**src/rtl/int_sequencer_pkg.sv**
```systemverilog
// Shared core header: sequencer state encoding, vector defaults and the
// ints/level encoding used by both the CPU side and the interrupt coprocessor.
package int_sequencer_pkg;

  typedef enum logic [2:0] {
    ST_IDLE     = 3'd0,
    ST_ENT_SAVE = 3'd1,
    ST_ENT_MARK = 3'd2,
    ST_ENT_JUMP = 3'd3,
    ST_EX_CLR   = 3'd4,
    ST_EX_JUMP  = 3'd5
  } seq_state_t;

  localparam logic [31:0] VEC_BASE_DEF   = 32'h0000_0080;
  localparam logic [31:0] VEC_STRIDE_DEF = 32'h0000_0020;

  // ints: 0 means nothing pending, 1..3 is the highest pending level
  localparam logic [2:0] INTS_NONE = 3'd0;

  typedef logic [1:0] lvl_t;

  // One-hot in-service bit for a level; level 0 maps to no bit
  function automatic logic [2:0] lvl_onehot(input lvl_t lvl);
    logic [2:0] oh;
    case (lvl)
      2'd1:    oh = 3'b001;
      2'd2:    oh = 3'b010;
      2'd3:    oh = 3'b100;
      default: oh = 3'b000;
    endcase
    return oh;
  endfunction

endpackage

```
**src/rtl/int_sequencer_if.sv**
```systemverilog
// Coprocessor/pipeline bus of the interrupt sequencer. The slave modport is
// the sequencer itself; the master modport is whoever drives the requests.
interface int_sequencer_if;

  logic        int_req;
  logic [2:0]  ints;
  logic [2:0]  irs;
  logic [31:0] epc;
  logic        boundary;
  logic [31:0] resume_pc;
  logic        eret;

  logic        stall;
  logic        redirect;
  logic [31:0] pc_target;
  logic        epc_w_en;
  logic [31:0] epc_w_data;
  logic        ie_w_en;
  logic        ie_w_data;
  logic        irs_set_en;
  logic        irs_clr_en;
  logic [2:0]  irs_w_mask;

  modport slave (
    input  int_req, ints, irs, epc, boundary, resume_pc, eret,
    output stall, redirect, pc_target, epc_w_en, epc_w_data,
           ie_w_en, ie_w_data, irs_set_en, irs_clr_en, irs_w_mask
  );

  modport master (
    output int_req, ints, irs, epc, boundary, resume_pc, eret,
    input  stall, redirect, pc_target, epc_w_en, epc_w_data,
           ie_w_en, ie_w_data, irs_set_en, irs_clr_en, irs_w_mask
  );

endinterface

```
**src/rtl/int_prio_enc.sv**
```systemverilog
// Priority encoder over the in-service bits: highest set bit wins, 0 if none.
module int_prio_enc
  import int_sequencer_pkg::*;
(
  input  logic [2:0] irs_i,
  output lvl_t       lvl_o
);

  // Highest in-service level
  always_comb begin
    lvl_o = 2'd0;
    if (irs_i[2])      lvl_o = 2'd3;
    else if (irs_i[1]) lvl_o = 2'd2;
    else if (irs_i[0]) lvl_o = 2'd1;
  end

endmodule

```
**src/rtl/int_sequencer.sv**
```systemverilog
// CPU-side interrupt entry/exit sequencer. Accepts a request or ERET at an
// instruction boundary, stalls the pipeline, drives coprocessor write strobes
// and finally redirects the PC. Outputs are decoded from registered state only.
module int_sequencer
  import int_sequencer_pkg::*;
#(
  parameter logic [31:0] VEC_BASE   = VEC_BASE_DEF,
  parameter logic [31:0] VEC_STRIDE = VEC_STRIDE_DEF
) (
  input  logic          clk,
  input  logic          rst_n,
  int_sequencer_if.slave bus
);

  seq_state_t  state_q, state_d;
  lvl_t        lvl_q, lvl_d;
  logic [31:0] tgt_q, tgt_d;
  lvl_t        irs_lvl;
  logic [31:0] vec_addr;

  int_prio_enc u_prio_enc (
    .irs_i (bus.irs),
    .lvl_o (irs_lvl)
  );

  assign vec_addr = VEC_BASE + ((32'(lvl_q) - 32'd1) * VEC_STRIDE);

  // State, level and target registers
  always_ff @(posedge clk or negedge rst_n) begin
    if (!rst_n) begin
      state_q <= ST_IDLE;
      lvl_q   <= '0;
      tgt_q   <= '0;
    end else begin
      state_q <= state_d;
      lvl_q   <= lvl_d;
      tgt_q   <= tgt_d;
    end
  end

  // Next-state logic and Moore output decode
  always_comb begin
    state_d        = state_q;
    lvl_d          = lvl_q;
    tgt_d          = tgt_q;
    bus.stall      = 1'b1;
    bus.redirect   = 1'b0;
    bus.pc_target  = '0;
    bus.epc_w_en   = 1'b0;
    bus.epc_w_data = '0;
    bus.ie_w_en    = 1'b0;
    bus.ie_w_data  = 1'b0;
    bus.irs_set_en = 1'b0;
    bus.irs_clr_en = 1'b0;
    bus.irs_w_mask = '0;

    case (state_q)
      ST_IDLE: begin
        bus.stall = 1'b0;
        if (bus.boundary && bus.eret) begin
          state_d = ST_EX_CLR;
          lvl_d   = irs_lvl;
        end else if (bus.boundary && bus.int_req && (bus.ints != INTS_NONE)) begin
          state_d = ST_ENT_SAVE;
          lvl_d   = bus.ints[1:0];
          tgt_d   = bus.resume_pc;
        end
      end
      ST_ENT_SAVE: begin
        bus.epc_w_en   = 1'b1;
        bus.epc_w_data = tgt_q;
        bus.ie_w_en    = 1'b1;
        bus.ie_w_data  = 1'b0;
        state_d        = ST_ENT_MARK;
      end
      ST_ENT_MARK: begin
        bus.irs_set_en = 1'b1;
        bus.irs_w_mask = lvl_onehot(lvl_q);
        state_d        = ST_ENT_JUMP;
      end
      ST_ENT_JUMP: begin
        bus.redirect  = 1'b1;
        bus.pc_target = vec_addr;
        state_d       = ST_IDLE;
      end
      ST_EX_CLR: begin
        // ERET with nothing in service still restores IE and returns to EPC
        if (lvl_q != 2'd0) begin
          bus.irs_clr_en = 1'b1;
          bus.irs_w_mask = ~lvl_onehot(lvl_q);
        end
        bus.ie_w_en   = 1'b1;
        bus.ie_w_data = 1'b1;
        tgt_d         = bus.epc;
        state_d       = ST_EX_JUMP;
      end
      ST_EX_JUMP: begin
        bus.redirect  = 1'b1;
        bus.pc_target = tgt_q;
        state_d       = ST_IDLE;
      end
      default: begin
        bus.stall = 1'b0;
        state_d   = ST_IDLE;
      end
    endcase
  end

endmodule
```
**src/flat_wrapper.sv**
```systemverilog
// flat-port wrapper written by rule: the top's interface ports become plain ports
module int_sequencer_flat import int_sequencer_pkg::*;
#(
  parameter logic [31:0] VEC_BASE   = VEC_BASE_DEF,
  parameter logic [31:0] VEC_STRIDE = VEC_STRIDE_DEF
)
  (clk, rst_n, bus_int_req, bus_ints, bus_irs, bus_epc, bus_boundary, bus_resume_pc, bus_eret, bus_stall, bus_redirect, bus_pc_target, bus_epc_w_en, bus_epc_w_data, bus_ie_w_en, bus_ie_w_data, bus_irs_set_en, bus_irs_clr_en, bus_irs_w_mask);
  int_sequencer_if bus_i ();
  input  logic clk;
  input  logic rst_n;
  input wire logic [$bits(bus_i.int_req)-1:0] bus_int_req;
  input wire logic [$bits(bus_i.ints)-1:0] bus_ints;
  input wire logic [$bits(bus_i.irs)-1:0] bus_irs;
  input wire logic [$bits(bus_i.epc)-1:0] bus_epc;
  input wire logic [$bits(bus_i.boundary)-1:0] bus_boundary;
  input wire logic [$bits(bus_i.resume_pc)-1:0] bus_resume_pc;
  input wire logic [$bits(bus_i.eret)-1:0] bus_eret;
  output wire logic [$bits(bus_i.stall)-1:0] bus_stall;
  output wire logic [$bits(bus_i.redirect)-1:0] bus_redirect;
  output wire logic [$bits(bus_i.pc_target)-1:0] bus_pc_target;
  output wire logic [$bits(bus_i.epc_w_en)-1:0] bus_epc_w_en;
  output wire logic [$bits(bus_i.epc_w_data)-1:0] bus_epc_w_data;
  output wire logic [$bits(bus_i.ie_w_en)-1:0] bus_ie_w_en;
  output wire logic [$bits(bus_i.ie_w_data)-1:0] bus_ie_w_data;
  output wire logic [$bits(bus_i.irs_set_en)-1:0] bus_irs_set_en;
  output wire logic [$bits(bus_i.irs_clr_en)-1:0] bus_irs_clr_en;
  output wire logic [$bits(bus_i.irs_w_mask)-1:0] bus_irs_w_mask;
  assign bus_i.int_req = bus_int_req;
  assign bus_i.ints = bus_ints;
  assign bus_i.irs = bus_irs;
  assign bus_i.epc = bus_epc;
  assign bus_i.boundary = bus_boundary;
  assign bus_i.resume_pc = bus_resume_pc;
  assign bus_i.eret = bus_eret;
  assign bus_stall = bus_i.stall;
  assign bus_redirect = bus_i.redirect;
  assign bus_pc_target = bus_i.pc_target;
  assign bus_epc_w_en = bus_i.epc_w_en;
  assign bus_epc_w_data = bus_i.epc_w_data;
  assign bus_ie_w_en = bus_i.ie_w_en;
  assign bus_ie_w_data = bus_i.ie_w_data;
  assign bus_irs_set_en = bus_i.irs_set_en;
  assign bus_irs_clr_en = bus_i.irs_clr_en;
  assign bus_irs_w_mask = bus_i.irs_w_mask;
  int_sequencer #(.VEC_BASE(VEC_BASE), .VEC_STRIDE(VEC_STRIDE)) u_core (.clk(clk), .rst_n(rst_n), .bus(bus_i));
endmodule
```
**config.mk**
```make
export PLATFORM = sky130hd
export DESIGN_NAME = int_sequencer_flat
export DESIGN_NICKNAME = d
export VERILOG_FILES = /design/src/rtl/int_sequencer_pkg.sv /design/src/rtl/int_sequencer_if.sv /design/src/rtl/int_prio_enc.sv /design/src/rtl/int_sequencer.sv /design/src/flat_wrapper.sv
export SDC_FILE = /design/constraint.sdc
export NUM_CORES = 1
export LEC_CHECK = 0
export ABC_AREA = 1
export CORE_ASPECT_RATIO = 1.5
export CORE_UTILIZATION = 43
export CTS_CLUSTER_DIAMETER = 80
export DETAILED_ROUTE_END_ITERATION = 7
export PLACE_DENSITY = 0.88
export SLEW_MARGIN = 25
export SYNTH_ARGS = -nofsm -noshare
export SYNTH_HDL_FRONTEND = slang
export SYNTH_HIERARCHICAL = 1
export SYNTH_SLANG_ARGS = --single-unit
export TNS_END_PERCENT = 50
```
**constraint.sdc**
```tcl
create_clock -name clk -period 2.25 [get_ports clk]
set_clock_uncertainty 0.15 [all_clocks]
set_input_delay 0.3375 -clock clk [delete_from_list [all_inputs] [get_ports clk]]
set_output_delay 0.3375 -clock clk [all_outputs]
set_load 0.01 [all_outputs]
```
==> summary.txt <==
status -> completed
peak supply drop -> 745 uV
Place WS -> 50.5 ps
Final min period -> 2190 ps
post-route cell area -> 0.00435 mm2
synthesized cell area -> 0.00271 mm2
Cells after Synth -> 427
reg2reg end -> u_core/tgt_q[30]
Slew Limit Fails -> 0
PwrDens -> 983 mW/mm2
Comb pwr share -> 63.2%
drt first pass iters -> 5
Clk pwr share -> 9.8%
Synth Net Count -> 507
vias in the first global route -> 2948
# diodes -> 0
Lkg Pwr -> 0.00272 uW
max-cap check violation count -> 0
CP max FO -> 6
chip width -> 66.9 um
pin count of the biggest net entering global routing -> 38
Area Growth Syn to Fin -> 60.3%
post-layout util -> 70.9%
Rows -> 35
global-route wire length before repair -> 13700 um
Iteration-0 DRC Markers -> 218
reg-to-reg slack, setup -> 110 ps
CTS Buf Count -> 5
dpl hpwl -> 6460 um
Seq/Total Area, Yosys -> 34.1%
Flop pwr share -> 27.0%
clock tree root driver cell -> clkbuf_8
Tot GR Track Use -> 26.9%
Rel. slew slack -> 43.4%
Startpoint Class -> flop
vias per inst -> 5.05
total power -> 4280 uW
crit end category -> primary output
routability congestion estimate -> 0.868
htree depth -> 2
Clk pin slew, worst setup/hold paths -> 70 ps
grt ovf -> 0
Placed Instance Area -> 0.00421 mm2
Worst Max-Slew Pin Slew -> 850 ps
Layout fillers -> 545
Internal -> 2270 uW
Switch Pwr -> 2010 uW
syn avg cell area -> 6.35 um2
sw frac -> 47.0%
nets@finish -> 653
Hold Crit Class -> in2async
DR WL/cell -> 14.0 um
Final period util -> 97.3%
Reg-to-Reg Start -> u_core/state_q[1]
# IOs -> 149
Distinct cells, synth -> 20
TritonCTS clock tree -> built
initial antenna violation count -> 0
CTS Sinks -> 37
Max Buffers Root-to-Sink -> 2
clock latency on the worst-skew pair -> 270 ps
Final ANT Viol Nets -> 0
R2R depth -> 8
Routed WL -> 9050 um
CP required -> 1760 ps
detailed-route DRC error count -> 0
layout cells sized above 1 -> 6.82%
die span in y -> 99.3 um
Worst Path Class, Setup -> reg2out
max frequency -> 0.457 GHz
final hold violations -> 0
Final setup viols -> 0
fin worst setup slack -> 61.4 ps
via count -> 3265
critical path arrival -> 1700 ps
die area -> 0.00664 mm2
CORE AREA -> 0.00613 mm2
Initial Util -> 44.2%
Yosys warnings -> 6
number of port buffers -> 148
Synth Register Bits -> 37
RSZ-0062 raised after global routing -> false
==> cells in the final DEF, fill, tap and decap left out, drive strengths merged <==
master         synthesis  routed
nand2                127     127
nand3                107     107
clkdlybuf4s50          0      76
nor2                  65      65
dlygate4sd2            0      53
inv                   48      48
dfrtp                 37      37
buf                   29      20
dlymetal6s2s           0      18
clkbuf                 0       5
ha                     5       5
o22ai                  3       3
o21a                   2       2
a21oi                  2       2
clkinv                 0       1
nor3                   1       1
bufinv                 0       1
o21ai                  1       1
==> layer usage <==
metal	GRT usage, %	share of wire [%]	vias up
met3	3.10	5.0	20
met5	0	0	-
met4	11.0	2.7	0
met2	50.1	57	125
li1	-	-	1624
met1	29.8	35	1496
==> cells by family (layout without fill, tap and decap cells) <==
family	after synthesis	count (layout)	synth area share (%)
flip-flops	37	37	34.1
AO/OA/AOI/OAI	8	8	2.21
AND/OR/NAND/NOR	300	300	48.1
adder cells (fa/ha/maj)	5	5	2.31
buffers and inverters	77	222	13.2
==> cell type report <==
| type | count | area, um2 | share of cell area [%] |
|---|---|---|---|
| Timing Repair Buffer | 167 | 1610 | 36.9 |
| Inverter | 48 | 206 | 4.75 |
| Timing Repair inverter | 1 | 8.76 | 0.201 |
| Sequential cell | 37 | 928 | 21.4 |
| Tap cell | 74 | 92.6 | 2.13 |
| Multi-Input combinational cell | 313 | 1430 | 32.9 |
| Clock buffer | 5 | 68.8 | 1.58 |
| Clock inverter | 1 | 5.00 | 0.115 |
==> power by group through the flow <==
stage / registers (uW) / logic, uW / clock network [uW]
6_report: 1160 / 2700 / 420
3_5_place_dp: 1160 / 2640 / 0
3_3_place_gp: 1140 / 2560 / 0
5_1_grt: 1180 / 2960 / 452
4_1_cts: 1140 / 2690 / 432
2_1_floorplan: 1120 / 1640 / 0
==> stage by stage <==
stage / TNS [ps] / hold WS (ps) / std cells
final: 0 / 13.6 / 646
after global routing: 0 / 79.9 / 646
after CTS: -1160 / 36.9 / 644
after detailed placement: 0 / 337 / 634
after global placement: 0 / 320 / 634
after floorplan: 0 / -108 / 427
==> worst max-delay path, stage by stage (launching register included) <==
cell and delay (ps):
dfrtp_2 470, buf_4 170, nor2_4 100, nand2_4 80
inv_1 80, clkdlybuf4s50_1 530
==> flip-flops by register name, indices dropped and copies added, names as in the netlist <==
signal	count
u_core/tgt_q	32
u_core/lvl_q	2
u_core/state_q	3
==> how the worst max path moves through the flow <==
stage | from | end | slack [ps] | depth (start not counted)
floorplan | u_core/state_q[2] | bus_epc_w_data[23] | 520 | 5
global placement | u_core/state_q[1] | bus_ie_w_en | 140 | 4
detailed placement | u_core/state_q[1] | bus_epc_w_data[8] | 50 | 4
CTS | u_core/state_q[2] | bus_irs_w_mask[2] | -100 | 6
global route | u_core/state_q[1] | bus_ie_w_data | 5 | 5
finish | u_core/state_q[1] | bus_ie_w_data | 60 | 5
==> synth_stat cells <==
cell	number	area share, %
nand3_4	1	0.65
o21ai_0	1	0.18
a21oi_1	1	0.18
buf_6	1	0.42
nor3_4	1	0.60
o21a_1	2	0.55
buf_4	11	3.0
nand2_1	126	17
nor2_2	2	0.46
dfrtp_1	37	34
buf_2	17	3.1
o22ai_1	3	0.69
a21oi_4	1	0.60
nand2_4	1	0.42
nand3_1	106	20
nor2_4	1	0.42
ha_1	5	2.3
nor2_1	62	8.6
inv_1	46	6.4
inv_2	2	0.28
==> timing repair <==
action	CTS	global route
pin swaps	1	1
setup buffers	3	2
gates cloned	1	0
endpoints found under the setup margin	72	20
gates resized for setup	61	19
hold buffers	0	0
No activity file was read; power rests on OpenSTA's default activity.
